--- src/rtl/multi_tick_gen_pkg.sv ---
// multi_tick_pkg: shared constants and types for multi_tick_gen.
// Optional feature macro: TICK_PHASE_EN adds a per-channel start phase to the config.
package multi_tick_pkg;
  localparam int MAX_CH    = 16;
  localparam int CH_IDX_W  = 4;
  // Config fields are carried at this fixed width; channels zero-extend into it.
  localparam int MAX_CNT_W = 32;

  typedef enum logic {IDLE, RUN} ch_state_e;

  typedef struct packed {
    logic [MAX_CNT_W-1:0] period;
    logic [MAX_CNT_W-1:0] high;
`ifdef TICK_PHASE_EN
    logic [MAX_CNT_W-1:0] phase;
`endif
  } ch_cfg_t;

  // Builds a config with any optional fields cleared.
  function automatic ch_cfg_t make_cfg(input logic [MAX_CNT_W-1:0] period,
                                       input logic [MAX_CNT_W-1:0] high);
    ch_cfg_t c;
    c        = '0;
    c.period = period;
    c.high   = high;
    return c;
  endfunction
endpackage

--- src/rtl/multi_tick_gen_tick_channel.sv ---
// tick_channel: one periodic tick generator with a double-buffered config.
// Optional feature macro: TICK_PHASE_EN (counter starts at phase mod period).
module tick_channel
  import multi_tick_pkg::*;
#(
  parameter int CNT_W      = 16,
  parameter int DEF_PERIOD = 50
) (
  input  logic    clk,
  input  logic    reset,
  input  logic    enable,
  input  logic    restart,
  input  logic    wr,
  input  ch_cfg_t wr_cfg,
  output logic    pending,
  output logic    tick,
  output logic    tick_rise
);

  ch_state_e        st;
  logic [CNT_W-1:0] cnt;
  ch_cfg_t          act, shd;

  logic             run_nxt, apply, start, step_up, wrap, tick_nxt;
  logic [CNT_W-1:0] cnt_nxt, start_cnt;
  ch_cfg_t          act_nxt;

  assign wrap = (MAX_CNT_W'(cnt) >= act.period - MAX_CNT_W'(1));

  // Next-state: enable low wins, then (re)start, then wrap, else count up.
  // A pending shadow lands whenever the counter is (re)aligned to its start.
  always_comb begin
    run_nxt = 1'b0;
    apply   = 1'b0;
    start   = 1'b0;
    step_up = 1'b0;
    if (!enable) begin
      apply = pending;
    end else if (st == IDLE || restart) begin
      run_nxt = 1'b1;
      apply   = pending;
      start   = 1'b1;
    end else if (wrap) begin
      run_nxt = 1'b1;
      apply   = pending;
    end else begin
      run_nxt = 1'b1;
      step_up = 1'b1;
    end
    act_nxt = apply ? shd : act;
`ifdef TICK_PHASE_EN
    start_cnt = CNT_W'(act_nxt.phase % act_nxt.period);
`else
    start_cnt = '0;
`endif
    cnt_nxt  = step_up ? cnt + CNT_W'(1) : (start ? start_cnt : '0);
    tick_nxt = run_nxt && (MAX_CNT_W'(cnt_nxt) < act_nxt.high);
  end

  // State, counter, config buffers and registered outputs.
  always_ff @(posedge clk or negedge reset) begin
    if (!reset) begin
      st        <= IDLE;
      cnt       <= '0;
      act       <= make_cfg(MAX_CNT_W'(DEF_PERIOD), MAX_CNT_W'(DEF_PERIOD / 2));
      shd       <= make_cfg(MAX_CNT_W'(DEF_PERIOD), MAX_CNT_W'(DEF_PERIOD / 2));
      pending   <= 1'b0;
      tick      <= 1'b0;
      tick_rise <= 1'b0;
    end else begin
      st        <= run_nxt ? RUN : IDLE;
      cnt       <= cnt_nxt;
      act       <= act_nxt;
      tick      <= tick_nxt;
      tick_rise <= tick_nxt & ~tick;
      // wr only arrives with pending low, so it never collides with apply
      if (wr) begin
        shd     <= wr_cfg;
        pending <= 1'b1;
      end else if (apply) begin
        pending <= 1'b0;
      end
    end
  end

endmodule

--- src/rtl/multi_tick_gen.sv ---
// multi_tick_gen: NUM_CH independent periodic tick channels sharing one config port.
// Optional feature macro: TICK_PHASE_EN (adds cfg_phase and per-channel start phase).
module multi_tick_gen
  import multi_tick_pkg::*;
#(
  parameter int NUM_CH     = 4,
  parameter int CNT_W      = 16,
  parameter int DEF_PERIOD = 50
) (
  input  logic                clk,
  input  logic                reset,
  input  logic [NUM_CH-1:0]   enable,
  input  logic                sync_restart,
  input  logic                cfg_valid,
  output logic                cfg_ready,
  input  logic [CH_IDX_W-1:0] cfg_ch,
  input  logic [CNT_W-1:0]    cfg_period,
  input  logic [CNT_W-1:0]    cfg_high,
`ifdef TICK_PHASE_EN
  input  logic [CNT_W-1:0]    cfg_phase,
`endif
  output logic                cfg_err,
  output logic [NUM_CH-1:0]   tick,
  output logic [NUM_CH-1:0]   tick_rise
);

  logic [NUM_CH-1:0] pending, wr;
  logic              hs, per_ok, ch_ok;
  ch_cfg_t           wr_cfg;

  // Ready mirrors the target channel's pending flag; out-of-range targets are
  // accepted so that they can be flagged as errors.
  always_comb begin
    cfg_ready = 1'b1;
    for (int i = 0; i < NUM_CH; i++)
      if (cfg_ch == CH_IDX_W'(i)) cfg_ready = ~pending[i];
  end

  assign hs     = cfg_valid & cfg_ready;
  assign per_ok = (cfg_period >= CNT_W'(2));
  assign ch_ok  = (int'(cfg_ch) < NUM_CH);

  // Request payload widened to the shared config layout.
  always_comb begin
    wr_cfg = make_cfg(MAX_CNT_W'(cfg_period), MAX_CNT_W'(cfg_high));
`ifdef TICK_PHASE_EN
    wr_cfg.phase = MAX_CNT_W'(cfg_phase);
`endif
  end

  // One-cycle error pulse for accepted but dropped requests.
  always_ff @(posedge clk or negedge reset) begin
    if (!reset) cfg_err <= 1'b0;
    else        cfg_err <= hs & ~(per_ok & ch_ok);
  end

  for (genvar g = 0; g < NUM_CH; g++) begin : g_ch
    assign wr[g] = hs & per_ok & (cfg_ch == CH_IDX_W'(g));
    tick_channel #(
      .CNT_W      (CNT_W),
      .DEF_PERIOD (DEF_PERIOD)
    ) u_ch (
      .clk       (clk),
      .reset     (reset),
      .enable    (enable[g]),
      .restart   (sync_restart),
      .wr        (wr[g]),
      .wr_cfg    (wr_cfg),
      .pending   (pending[g]),
      .tick      (tick[g]),
      .tick_rise (tick_rise[g])
    );
  end

endmodule

--- config.mk ---
export PLATFORM = sky130hd
export DESIGN_NAME = multi_tick_gen
export DESIGN_NICKNAME = d
export VERILOG_FILES = /design/src/rtl/multi_tick_gen_pkg.sv /design/src/rtl/multi_tick_gen_tick_channel.sv /design/src/rtl/multi_tick_gen.sv
export SDC_FILE = /design/constraint.sdc
export NUM_CORES = 1
export LEC_CHECK = 0
export ABC_AREA = 1
export BUFFER_PORTS_ARGS = -buffer_cell sky130_fd_sc_hd__buf_2
export CORE_MARGIN = 8
export CORE_UTILIZATION = 35
export CTS_CLUSTER_DIAMETER = 50
export DETAILED_ROUTE_END_ITERATION = 12
export GPL_ROUTABILITY_DRIVEN = 0
export SYNTH_ARGS = -nofsm -noshare
export SYNTH_HDL_FRONTEND = slang
export SYNTH_SLANG_ARGS = --single-unit
export TNS_END_PERCENT = 1
--- constraint.sdc ---
create_clock -name clk -period 6.17 [get_ports clk]
set_clock_uncertainty 0.05 [all_clocks]
set_input_delay 0.9255 -clock clk [delete_from_list [all_inputs] [get_ports clk]]
set_output_delay 0.9255 -clock clk [all_outputs]
set_load 0.05 [all_outputs]
== After elaboration in Yosys (flattened, before gate mapping) ==
Index checks and enable logic that the tools add are counted.
Widths: inputs -> output; s select.

* Add/subtract/negate cells: 8
* Muxes and demuxes: 52
* Equality and inequality tests: 3
* Bitwise gates (word level): 25
* $lt $le $gt $ge: 10
* Reduce and logical (&&, ||, !) cells: 13

{| class="wikitable"
|+ Operator list
! operator !! count
|-
| $ge 16x32->1 || 4
|-
| $lt 16x32->1 || 4
|-
| $mux 32 || 4
|-
| $sub 16x1->17 const B || 4
|-
| $add 16x1->16 const B || 4
|-
| $mux 16 || 4
|-
| $mux 1 || 44
|-
| $ge 16x2->1 const B || 1
|-
| $not 1->1 || 13
|-
| $and 1x1->1 || 12
|-
| $eq 4x2->1 const B || 2
|-
| $reduce_bool 2->1 || 4
|-
| $eq 4x1->1 const B || 1
|-
| $logic_and 1x1->1 || 4
|-
| $logic_not 4->1 || 1
|-
| $logic_or 1x1->1 || 4
|-
| $lt 4x3->1 const B || 1
|}

* Flip-flop bits (word level): 401

== Longest topological paths before layout ==
* Word-level depth: 9
* Gate-level depth with buffers: 39
* Depth with buffers taken out: 37

== Cells and area by module ==
A second synthesis with hierarchy kept.

* Cells, all modules: 3,717
* Area total of the unflattened synthesis: 30,296.6 µm²

{| class="wikitable"
|+ Modules (own cells, without submodules)
! module !! area each (µm²) !! seq. area each (µm²) !! cells each !! times used
|-
| tick_channel at g_ch[0].u_ch ... || 7,547.2 || 3,718.6 || 925 || 2
|-
| tick_channel at g_ch[3].u_ch || 7,505.9 || 3,718.6 || 921 || 1
|-
| tick_channel at g_ch[1].u_ch || 7,467.2 || 3,718.6 || 902 || 1
|-
| multi_tick_gen || 229.0 || 25.0 || 44 || 1
|}

== Worst setup path after synthesis ==
OpenSTA, ideal clock, no wires.

* Path kind: register to register
* Start point: register g_ch[3].u_ch.act[34] (netlist bit)
* End point: register g_ch[3].u_ch.tick_rise
* Buffers on the path: 2
* Stages on the path, launching flop included: 33
* Arrival: 4.422 ns
* Setup slack: 1.629 ns
* Data required time: 6.051 ns
* Period minus slack after synthesis: 4.541 ns
* Setup time: 0.069 ns
* Path through: dfrtp_1 -> nor2_1 -> nand2_1 -> nor3_1 -> nand2_1 -> or3_1 -> nor3_1 -> nand3_1 -> xor2_1 -> inv_1 -> ha_1 -> a21o_1 -> nor2_1 -> nand2_1 -> nor2_1 -> nand2_1 -> nand2_2 -> nand2_4 -> nand2_8 -> inv_6 -> buf_6 -> buf_6 -> or2_0 -> o21ai_1 -> ha_1 -> a21oi_1 -> nand3b_1 -> a21oi_1 -> a2111oi_0 -> nand2_1 -> nand2_1 -> nand2_2 -> nor2_2

* Word-level cells in the longest chain between the ends: 9
* Elaborated cells between the ends (all ways): 13
* Classes of those cells: add/sub (1); order compare (2); mux (8); bitwise (1); reduce/logical (1)

{| class="wikitable"
|+ RTL lines
! item !! line !! RTL
|-
| from (decl) || multi_tick_gen_tick_channel.sv:22 || <nowiki>ch_cfg_t act, shd;</nowiki>
|-
| from (signal assigned) || multi_tick_gen_tick_channel.sv:65 || <nowiki>act <= make_cfg(MAX_CNT_W'(DEF_PERIOD), MAX_CNT_W'(DEF_PERIOD / 2));</nowiki>
|-
| from (signal assigned) || multi_tick_gen_tick_channel.sv:73 || <nowiki>act <= act_nxt;</nowiki>
|-
| $sub 16x1->17 * || multi_tick_gen_tick_channel.sv:28 || <nowiki>assign wrap = (MAX_CNT_W'(cnt) >= act.period - MAX_CNT_W'(1));</nowiki>
|-
| $ge 16x32->1 * || multi_tick_gen_tick_channel.sv:28 ||
|-
| $mux 1 || multi_tick_gen_tick_channel.sv:43 || <nowiki>end else if (wrap) begin</nowiki>
|-
| $mux 1 || multi_tick_gen_tick_channel.sv:39 || <nowiki>end else if (st == IDLE || restart) begin</nowiki>
|-
| $mux 1 || multi_tick_gen_tick_channel.sv:37 || <nowiki>if (!enable) begin</nowiki>
|-
| $mux 16 or $mux 32 (tied branches) || multi_tick_gen_tick_channel.sv:56, multi_tick_gen_tick_channel.sv:50 ||
|-
| $lt 16x32->1 * || multi_tick_gen_tick_channel.sv:57 || <nowiki>tick_nxt = run_nxt && (MAX_CNT_W'(cnt_nxt) < act_nxt.high);</nowiki>
|-
| $logic_and 1x1->1 * || multi_tick_gen_tick_channel.sv:57 ||
|-
| $and 1x1->1 * || multi_tick_gen_tick_channel.sv:75 || <nowiki>tick_rise <= tick_nxt & ~tick;</nowiki>
|-
| to (signal assigned) || multi_tick_gen_tick_channel.sv:75 ||
|-
| to (decl) || multi_tick_gen_tick_channel.sv:17 || <nowiki>output logic tick_rise</nowiki>
|}

Mark *: on every way between the ends. The rest lies on a longest branch, timed or not.
A chain may end at the register's enable or synchronous reset.

== Worst setup path in the final report ==
Ends and elaborated chain as after synthesis.

==> flow_metrics.tcl <==
set metrics [dict create \
    nNetsFinal 2501 \
    r2r-start "g_ch[3].u_ch.act[34]$_DFFE_PN0N_" \
    via_per_inst 4.60 \
    crit_fanout 53 \
    postRouteWirelength_mm 47.4 \
    ys_types 55 \
    syn_avg_cell_area_um2 8.78 \
    drc_errors 0 \
    antenna_found_initial 5 \
    grt_usage_pct 14.4 \
    portBuffers 53 \
    synthArstFlopShare_pct 100 \
    whs_ps 336 \
    gr-usage-met2_pct 24.0 \
    ioPinCount 54 \
    ir_drop_mv 0.237 \
    busiest_layer "met2" \
    cts_sinks 401 \
    use_met1_pct 18.3 \
    report.final.hold_viol_count 0 \
    synth_ff_type "dfrtp_1" \
    r2r_slack_ps 770 \
    grt-ovfl-total 0 \
    chipHeight_um 256 \
    synth_nets 2465 \
    rsz0062_at_grt "no" \
    postCtsSetupBuffers 0 \
    cts_max_level 2 \
    crit_type "reg2reg" \
    die_w_um 256 \
    core_area_mm2 0.0573 \
    ys_seq_elements 401 \
    power_density_mw_per_mm2 358 \
    yosys_warnings 0 \
    worst_slew_pin_slew_ps 1140 \
    maxCapViolations 0 \
    cts_hold_buf 0 \
    drt_iter0_markers 799 \
    maxSlewHeadroom_pct 24.2 \
    cts_inserted_buffers 47 \
    grt_pass1_wl_mm 76.7 \
    setup-tns-final_ps 0 \
    grt_pass1_vias 14563 \
    critPathMaxStageDelay_ps 420 \
    first_pass_iters 5 \
    required_ps 6630 \
    num_rows 88 \
    cts_resized 0 \
    rr_worst_depth 31 \
    hold_class "in2async" \
    clock_latency_ps 580 \
    cts_tree "built" \
    p_leak_nw 11.3 \
    setup_violations 0 \
    ant_nets 0 \
    num_vias 14394 \
    yosysSeqAreaShare_pct 50.2 \
    initial_core_util_pct 35.1 \
    outcome "completed" \
    synth_cells 2289 \
    finalCriticalPeriod_ps 5400 \
    r2r_end "g_ch[3].u_ch.tick_rise$_DFF_PN0_" \
    hpwl_mm 33.3 \
    avgRoutedWirePerCell_um 15.2 \
    final_util_pct 39.6 \
    crit_slowest_cell "dfrtp_1" \
    drv_slew 0 \
    fmax_mhz 185 \
    synth_edf_count 0 \
    clk_pin_slew_ps 60 \
    fillers 5756 \
    worstSetupEndpointType "flop" \
    syn_area_mm2 0.0201 \
    gr-usage-met3_pct 2.87 \
    fin_crit_sh_pct 87.6 \
    cpMostUsedCell "nand2_1" \
    clockBufferDepth 3 \
    clockRootBuffer "clkbuf_16" \
    critPathArrivalTime_ps 5870 \
    synthToLayoutAreaGrowth_pct 12.8 \
    drive_gt1_share_pct 13.8 \
    critPathLaunchType "flop" \
    final_cells 3129 \
    grt_max_degree 162 \
    die-area_mm2 0.0653 \
    place_inst 3041 \
]
-- routing by layer --
layer | vias up | part of all wire (%) | wire length [um]
met5 | - | 0.051 | 24
met4 | 4 | 3.8 | 1800
met3 | 92 | 4.3 | 2040
met2 | 201 | 47 | 22200
met1 | 6784 | 45 | 21400
li1 | 7313 | - | -
-- sequential cells by signal, indices dropped and copies added, names as in the netlist --
register and cells:
g_ch.u_ch.act 192, g_ch.u_ch.shd 128, g_ch.u_ch.cnt 64, g_ch.u_ch.pending 4, g_ch.u_ch.st 4, g_ch.u_ch.tick 4, g_ch.u_ch.tick_rise 4, cfg_err 1
-- report_power, final --
group | leakage [nW] | internal (mW) | switching [mW]
clock network | 0.811 | 1.85 | 1.12
logic | 5.41 | 0.664 | 1.04
registers | 5.05 | 3.18 | 0.267
total | 11.3 | 5.69 | 2.43
-- cell usage after synthesis (14+ instances only) --
| cell type | count | area (um^2) |
|---|---|---|
| nor4_1 | 20 | 125 |
| inv_2 | 22 | 82.6 |
| ha_1 | 132 | 1650 |
| or2_0 | 17 | 106 |
| nor2_1 | 198 | 743 |
| xor2_1 | 42 | 368 |
| o21ai_2 | 30 | 263 |
| nor3_1 | 37 | 185 |
| dfrtp_1 | 353 | 8830 |
| nand3_1 | 44 | 220 |
| nand2_1 | 529 | 1990 |
| xnor2_1 | 18 | 158 |
| clkbuf_1 | 31 | 116 |
| or2_2 | 27 | 169 |
| nand4_1 | 14 | 87.6 |
| a21oi_1 | 52 | 260 |
| dfstp_2 | 48 | 1260 |
| inv_1 | 309 | 1160 |
| nor3b_1 | 23 | 173 |
| o21ai_0 | 178 | 891 |
| nor2_2 | 32 | 200 |
| o21ai_1 | 14 | 70.1 |
-- layout make-up --
type	count	area, um^2	share of cell area [%]
flip-flops and latches	401	10100	44.5
multi-input cells	1485	8350	36.8
clock buffers	68	1380	6.08
inverters	334	1270	5.58
well taps	765	957	4.22
repair buffers	56	323	1.42
clock inverters	18	298	1.31
diodes	2	5.00	0.0221
-- critical path, delay by kind of cell (launching register included) --
family	cells	cell delay, ps
adder cells (fa/ha/maj)	2	610
AO/OA/AOI/OAI	4	630
flip-flops	1	420
AND/OR/NAND/NOR	22	3060
XOR/XNOR	1	150
buffers and inverters	2	400
-- how the worst max path moves through the flow --
stage | from | endpoint | slack [ps]
3_5_place_dp | g_ch[3].u_ch.act[34]$_DFFE_PN0N_ | g_ch[3].u_ch.tick_rise$_DFF_PN0_ | 750
5_1_grt | g_ch[3].u_ch.act[34]$_DFFE_PN0N_ | g_ch[3].u_ch.tick_rise$_DFF_PN0_ | 180
2_1_floorplan | g_ch[3].u_ch.act[34]$_DFFE_PN0N_ | g_ch[3].u_ch.tick_rise$_DFF_PN0_ | 1630
4_1_cts | g_ch[3].u_ch.act[34]$_DFFE_PN0N_ | g_ch[3].u_ch.tick_rise$_DFF_PN0_ | 730
3_3_place_gp | g_ch[3].u_ch.act[34]$_DFFE_PN0N_ | g_ch[3].u_ch.tick_rise$_DFF_PN0_ | 1010
6_report | g_ch[3].u_ch.act[34]$_DFFE_PN0N_ | g_ch[3].u_ch.tick_rise$_DFF_PN0_ | 770
-- cell usage in the layout (no fill, tap or decap), drive strengths merged, types with 5 or more instances in the layout --
| master | netlist | final |
|---|---|---|
| bufinv | 0 | 7 |
| a21o | 8 | 8 |
| clkbuf | 32 | 68 |
| ha | 132 | 132 |
| xnor2 | 18 | 18 |
| inv | 334 | 336 |
| clkinv | 0 | 6 |
| nand2 | 544 | 544 |
| nor2 | 232 | 232 |
| nor4 | 20 | 20 |
| nor3b | 23 | 23 |
| xor2 | 42 | 42 |
| buf | 37 | 56 |
| dfrtp | 353 | 353 |
| o21ai | 222 | 222 |
| a211oi | 7 | 7 |
| dfstp | 48 | 48 |
| a21oi | 52 | 52 |
| and2 | 5 | 5 |
| nand3 | 48 | 48 |
| nand4 | 17 | 17 |
| or2 | 56 | 56 |
| nor3 | 39 | 39 |
-- cell families after synthesis --
family	after synthesis	share of synthesized area, %
DFF	401	50.2
AOI/OAI and AO/OA	303	8.56
xor gates and xnor gates	60	2.62
buffers and inverters	403	8.29
and+or+nand+nor	990	22.1
adders and majority gates	132	8.22
-- per-stage QoR --
step                power [mW]  instance area (um^2)  worst slack (ps)
finish                    8.12                 22700               767
CTS                       8.23                 22700               731
detailed placement        5.21                 21000               754
global route              8.64                 22700               178
floorplan                 4.74                 20100              1630
global placement          5.12                 21000              1010
(Power assumes the default switching activity.)
